`src/rtl/clkdiv_monitor.sv`:
```
// rtl/clkdiv_monitor.sv - divided-clock waveform monitor: edge pulses, run lengths, lock/fault health
// Samples div_in in the clk domain, measures high/low runs and tracks lock against expected lengths.
module clkdiv_monitor #(
  parameter int CNT_W    = 8,
  parameter int LOCK_CNT = 4
) (
  input  logic             clk,
  input  logic             resetn,
  input  logic             div_in,
  input  logic [CNT_W-1:0] exp_high,
  input  logic [CNT_W-1:0] exp_low,
  input  logic             clear,
  output logic             rise_pulse,
  output logic             fall_pulse,
  output logic [CNT_W-1:0] high_len,
  output logic [CNT_W-1:0] low_len,
  output logic             meas_valid,
  output logic             locked,
  output logic             err,
  output logic [7:0]       err_cnt
);

  typedef enum logic [1:0] {
    ST_ACQUIRE,
    ST_LOCKED,
    ST_FAULT
  } state_e;

  localparam logic [CNT_W-1:0] RUN_MAX   = '1;
  localparam logic [3:0]       LOCK_LAST = 4'(LOCK_CNT - 1);

  logic             div_q;
  logic [CNT_W-1:0] run_cnt_q, run_cnt_d;
  logic             got_edge_q, have_low_q;
  logic             rise_q, fall_q;
  logic [CNT_W-1:0] high_len_q, low_len_q;
  logic             meas_valid_q, match_q;
  logic             period_match_d;
  state_e           state_q;
  logic [3:0]       mcnt_q;
  logic [7:0]       err_cnt_q, err_cnt_d;
  logic             transition;
  logic             stuck;

  assign transition = (div_in != div_q);
  assign stuck      = (run_cnt_q == RUN_MAX) && !transition;

  always_comb begin
    if (transition) begin
      run_cnt_d = CNT_W'(1);
    end else if (run_cnt_q == RUN_MAX) begin
      run_cnt_d = run_cnt_q;
    end else begin
      run_cnt_d = run_cnt_q + 1'b1;
    end
    // run_cnt_q is the high run ending at this falling edge
    period_match_d = (run_cnt_q == exp_high) && (low_len_q == exp_low) &&
                     (exp_high != '0) && (exp_low != '0);
    err_cnt_d = (err_cnt_q == 8'hFF) ? err_cnt_q : err_cnt_q + 8'd1;
  end

  always_ff @(posedge clk) begin
    if (!resetn) begin
      div_q        <= 1'b0;
      run_cnt_q    <= '0;
      got_edge_q   <= 1'b0;
      have_low_q   <= 1'b0;
      rise_q       <= 1'b0;
      fall_q       <= 1'b0;
      high_len_q   <= '0;
      low_len_q    <= '0;
      meas_valid_q <= 1'b0;
      match_q      <= 1'b0;
    end else begin
      div_q <= div_in;
      // clear discards everything, including a transition on the same edge
      if (clear) begin
        run_cnt_q    <= '0;
        got_edge_q   <= 1'b0;
        have_low_q   <= 1'b0;
        rise_q       <= 1'b0;
        fall_q       <= 1'b0;
        high_len_q   <= '0;
        low_len_q    <= '0;
        meas_valid_q <= 1'b0;
        match_q      <= 1'b0;
      end else begin
        run_cnt_q    <= run_cnt_d;
        rise_q       <= transition & div_in;
        fall_q       <= transition & ~div_in;
        meas_valid_q <= 1'b0;
        if (transition) begin
          if (!got_edge_q) begin
            got_edge_q <= 1'b1;
          end else if (div_in) begin
            low_len_q  <= run_cnt_q;
            have_low_q <= 1'b1;
          end else begin
            high_len_q <= run_cnt_q;
            if (have_low_q) begin
              meas_valid_q <= 1'b1;
              match_q      <= period_match_d;
            end
          end
        end
      end
    end
  end

  always_ff @(posedge clk) begin
    if (!resetn || clear) begin
      state_q   <= ST_ACQUIRE;
      mcnt_q    <= 4'd0;
      err_cnt_q <= 8'd0;
    end else begin
      case (state_q)
        ST_ACQUIRE: begin
          if (stuck) begin
            mcnt_q <= 4'd0;
          end else if (meas_valid_q) begin
            if (!match_q) begin
              mcnt_q <= 4'd0;
            end else if (mcnt_q == LOCK_LAST) begin
              state_q <= ST_LOCKED;
              mcnt_q  <= 4'd0;
            end else begin
              mcnt_q <= mcnt_q + 4'd1;
            end
          end
        end
        ST_LOCKED: begin
          if (meas_valid_q && !match_q) begin
            state_q   <= ST_FAULT;
            err_cnt_q <= err_cnt_d;
          end else if (stuck) begin
            state_q <= ST_FAULT;
          end
        end
        ST_FAULT: begin
          if (meas_valid_q && !match_q) begin
            err_cnt_q <= err_cnt_d;
          end
        end
        default: state_q <= ST_ACQUIRE;
      endcase
    end
  end

  assign rise_pulse = rise_q;
  assign fall_pulse = fall_q;
  assign high_len   = high_len_q;
  assign low_len    = low_len_q;
  assign meas_valid = meas_valid_q;
  assign locked     = (state_q == ST_LOCKED);
  assign err        = (state_q == ST_FAULT);
  assign err_cnt    = err_cnt_q;

endmodule

```
`config.mk`:
```
export PLATFORM = sky130hd
export DESIGN_NAME = clkdiv_monitor
export DESIGN_NICKNAME = d
export VERILOG_FILES = /design/src/rtl/clkdiv_monitor.sv
export SDC_FILE = /design/constraint.sdc
export NUM_CORES = 1
export LEC_CHECK = 0
export BUFFER_PORTS_ARGS = -buffer_cell sky130_fd_sc_hd__buf_2
export CAP_MARGIN = 5
export CORE_AREA = 4 4 73 75
export DETAILED_ROUTE_END_ITERATION = 7
export DIE_AREA = 0 0 77 79
export PLACE_DENSITY = 0.73
export SLEW_MARGIN = 40
export SYNTH_ARGS = -nofsm -noshare
export SYNTH_HDL_FRONTEND = slang
export SYNTH_SLANG_ARGS = --single-unit
```
`constraint.sdc`:
```
create_clock -name clk -period 2.51 [get_ports clk]
set_input_delay 0.1255 -clock clk [delete_from_list [all_inputs] [get_ports clk]]
set_output_delay 0.1255 -clock clk [all_outputs]
set_load 0.05 [all_outputs]
```
==> results.py <==
metrics = {
    "status": {
        "status": "complete, no violations",
    },
    "clocking": {
        "cts.clk_slew.worst_paths_ns": 0.08,
        "hold_buffers": 0,
        "cts_resized": 0,
        "clockBufferDepth": 2,
        "clk_latency_ns": 0.30,
        "cts_tree": "done",
        "numCtsBuffers": 5,
        "cts-root-buf": "clkbuf_8",
        "postCtsSetupBuffers": 0,
        "htree_levels": 2,
        "cts.sinks": 45,
    },
    "grt": {
        "grt_first_pass_wirelength_um": 8638,
        "antenna_found_initial": 0,
        "grt_usage_pct": 17.85,
        "grt_max_degree": 31,
        "grt.overflow.total": 0,
        "grt_pass1_vias": 1868,
    },
    "critical_path": {
        "startpoint_type": "register",
        "cpPeakStageDelay_ns": 0.47,
        "cp_max_fo": 7,
        "crit_chain": "ha_1 -> and3_1 -> nand3_1 -> a221oi_2 -> mux2i_1",
        "critical_path_class": "register to register",
        "worstPathRequired_ns": 2.74,
        "critPathBufInv": 0,
        "critPathCaptureType": "register",
        "slowest_stage": "dfxtp_1",
        "worst_ep_arrival_time_ns": 2.16,
        "cpLargestDelayFamily": "simple AND/OR/NAND/NOR gates",
    },
    "floorplanning": {
        "die_h_um": 79,
        "initial_utilization_pct": 49.26,
        "dieArea_um2": 6083,
        "core_um2": 4661,
        "io_pins": 49,
        "die_x_um": 77,
        "fp-row-count": 25,
    },
    "hold_path": {
        "hold_path_class": "primary input to register",
    },
    "timing": {
        "finClkSkew_ns": 0.006360,
        "tightest_slew_ns": 0.7020,
        "finalCritPeriodShare_pct": 76.98,
        "setup_viol": 0,
        "max-slew-margin-rel_pct": 53.10,
        "finalMaxSlewViolations": 0,
        "setup_tns_ns": 0,
        "rsz0062_at_grt": "no",
        "hold_slack_ns": 0.08473,
        "final_hold_viol_count": 0,
        "fmax_mhz": 517.5,
        "finalCriticalPeriod_ns": 1.932,
    },
    "drt": {
        "totalWireLength_um": 5152,
        "wl_met2_um": 2439,
        "antenna_left": 0,
        "wl_met1_um": 2265,
        "first_pass_iters": 4,
        "drt_iter0_markers": 153,
        "met3_wirelength_um": 320,
        "top_layer": "met4",
        "dr_total_vias": 1920,
        "wl_per_cell_um": 15.11,
        "via_per_inst": 5.630,
        "drc": 0,
    },
    "logic_synthesis": {
        "synth_cells": 243,
        "synth_cell_types": 48,
        "avgSynthCellArea_um2": 9.448,
        "yosysSeqAreaShare_pct": 39.24,
        "synth_top_flop_cell": "dfxtp_1",
        "syn_area_um2": 2296,
        "synth_fp_nets": 272,
        "synthArstFlopShare_pct": 0,
        "synth_seq_cells": 45,
        "ys.warnings.count": 0,
        "synth_edf_count": 0,
    },
    "place": {
        "dpl.hpwl_um": 3809,
        "portBuffers": 48,
        "place.gp.congestion": 0.8695,
    },
    "power_and_ir_drop": {
        "peakVddDrop_uv": 328.6,
        "leakagePower_uw": 0.001082,
        "power_density_nw_per_um2": 492.1,
        "p_total_uw": 1287,
    },
    "finish": {
        "nets": 315,
        "layout_common_cells": "48 x buf_2, 45 x dfxtp_1, 24 x nor2_1",
        "num-fill-cells": 409,
        "drive_gt1_share_pct": 23.00,
        "n_antenna_cell": 0,
        "final_common_cell": "buf_2",
        "area_delta_synth_final_pct": 13.95,
    },
    "run": {
        "drv_cap": 0,
    },
}
## cells in the mapped netlist, types with 2 or more instances
| cell type | n | area share (%) |
|---|---|---|
| dfxtp_1 | 45 | 39 |
| nor2_1 | 24 | 3.9 |
| mux2i_1 | 19 | 8.3 |
| xor2_1 | 16 | 6.1 |
| a21oi_1 | 13 | 2.8 |
| nand2_1 | 13 | 2.1 |
| inv_1 | 10 | 1.6 |
| nand3_1 | 10 | 2.2 |
| xnor2_1 | 10 | 3.8 |
| ha_1 | 9 | 4.9 |
| nor4_1 | 8 | 2.2 |
| nand4_1 | 6 | 1.6 |
| o21ai_0 | 6 | 1.3 |
| and3_1 | 4 | 1.1 |
| and2_1 | 3 | 0.82 |
| buf_4 | 3 | 0.98 |
| buf_6 | 3 | 1.5 |
| clkbuf_1 | 3 | 0.49 |
| nor3_1 | 3 | 0.65 |
| or3_1 | 3 | 0.82 |
| a21boi_0 | 2 | 0.65 |
| a31oi_1 | 2 | 0.54 |
| buf_2 | 2 | 0.44 |
| or4_1 | 2 | 0.65 |
## state kept, by name, indices dropped and copies added (netlist names)
name	count
err_cnt	8
high_len	8
low_len	8
run_cnt_q	8
mcnt_q	4
state_q	2
div_q	1
fall_pulse	1
got_edge_q	1
have_low_q	1
match_q	1
meas_valid	1
rise_pulse	1
## cell type report
class	instances	area (µm²)	share of cell area (%)
Clock buffer	7	96.34	3.682
Clock inverter	1	5.005	0.1913
Inverter	10	37.54	1.435
Multi-Input combinational cell	175	1261	48.21
Sequential cell	45	900.9	34.43
Tap cell	54	67.56	2.582
Timing Repair Buffer	49	247.7	9.469
## power breakdown
group | switching [µW] | internal (µW)
clock | 242 | 249
combinational | 45.8 | 29.1
sequential | 4.15 | 717
total | 292 | 995
## metal layers
metal | up-vias | GRT usage [%]
met5 | - | 0
met1 | 895 | 22.32
met2 | 65 | 28.75
li1 | 948 | -
met3 | 12 | 4.308
met4 | 0 | 9.075
## path summary, 6_finish.rpt
path         cells after the start          from          to  slack, ns
min                              2        resetn       div_q       0.08
min reg2reg                      2    have_low_q  have_low_q       0.47
max                              5  run_cnt_q[1]  state_q[0]       0.58
max reg2reg                      5  run_cnt_q[1]  state_q[0]       0.58
## through the flow
step,cell area [µm²],utilization [%],cells,setup slack (ns)
after floorplan,2296,-,243,0.7588
after global placement,2515,53.96,333,0.7012
after detailed placement,2515,53.96,333,0.5808
after CTS,2616,56.13,341,0.5860
after global routing,2616,56.13,341,0.5069
final,2616,56.13,341,0.5777
## kinds of logic (layout without fill, tap and decap cells)
logic type      count (synthesis)  count (layout)  share of synthesized area, %
compound gates                 36              36                         11.93
simple gates                   85              85                         19.89
mux                            19              19                         8.283
buf+inv                        23              67                         5.831
flops                          45              45                         39.24
xor+xnor                       26              26                         9.918
fa+ha+maj                       9               9                         4.905
Power figures use the tool's default switching activity.
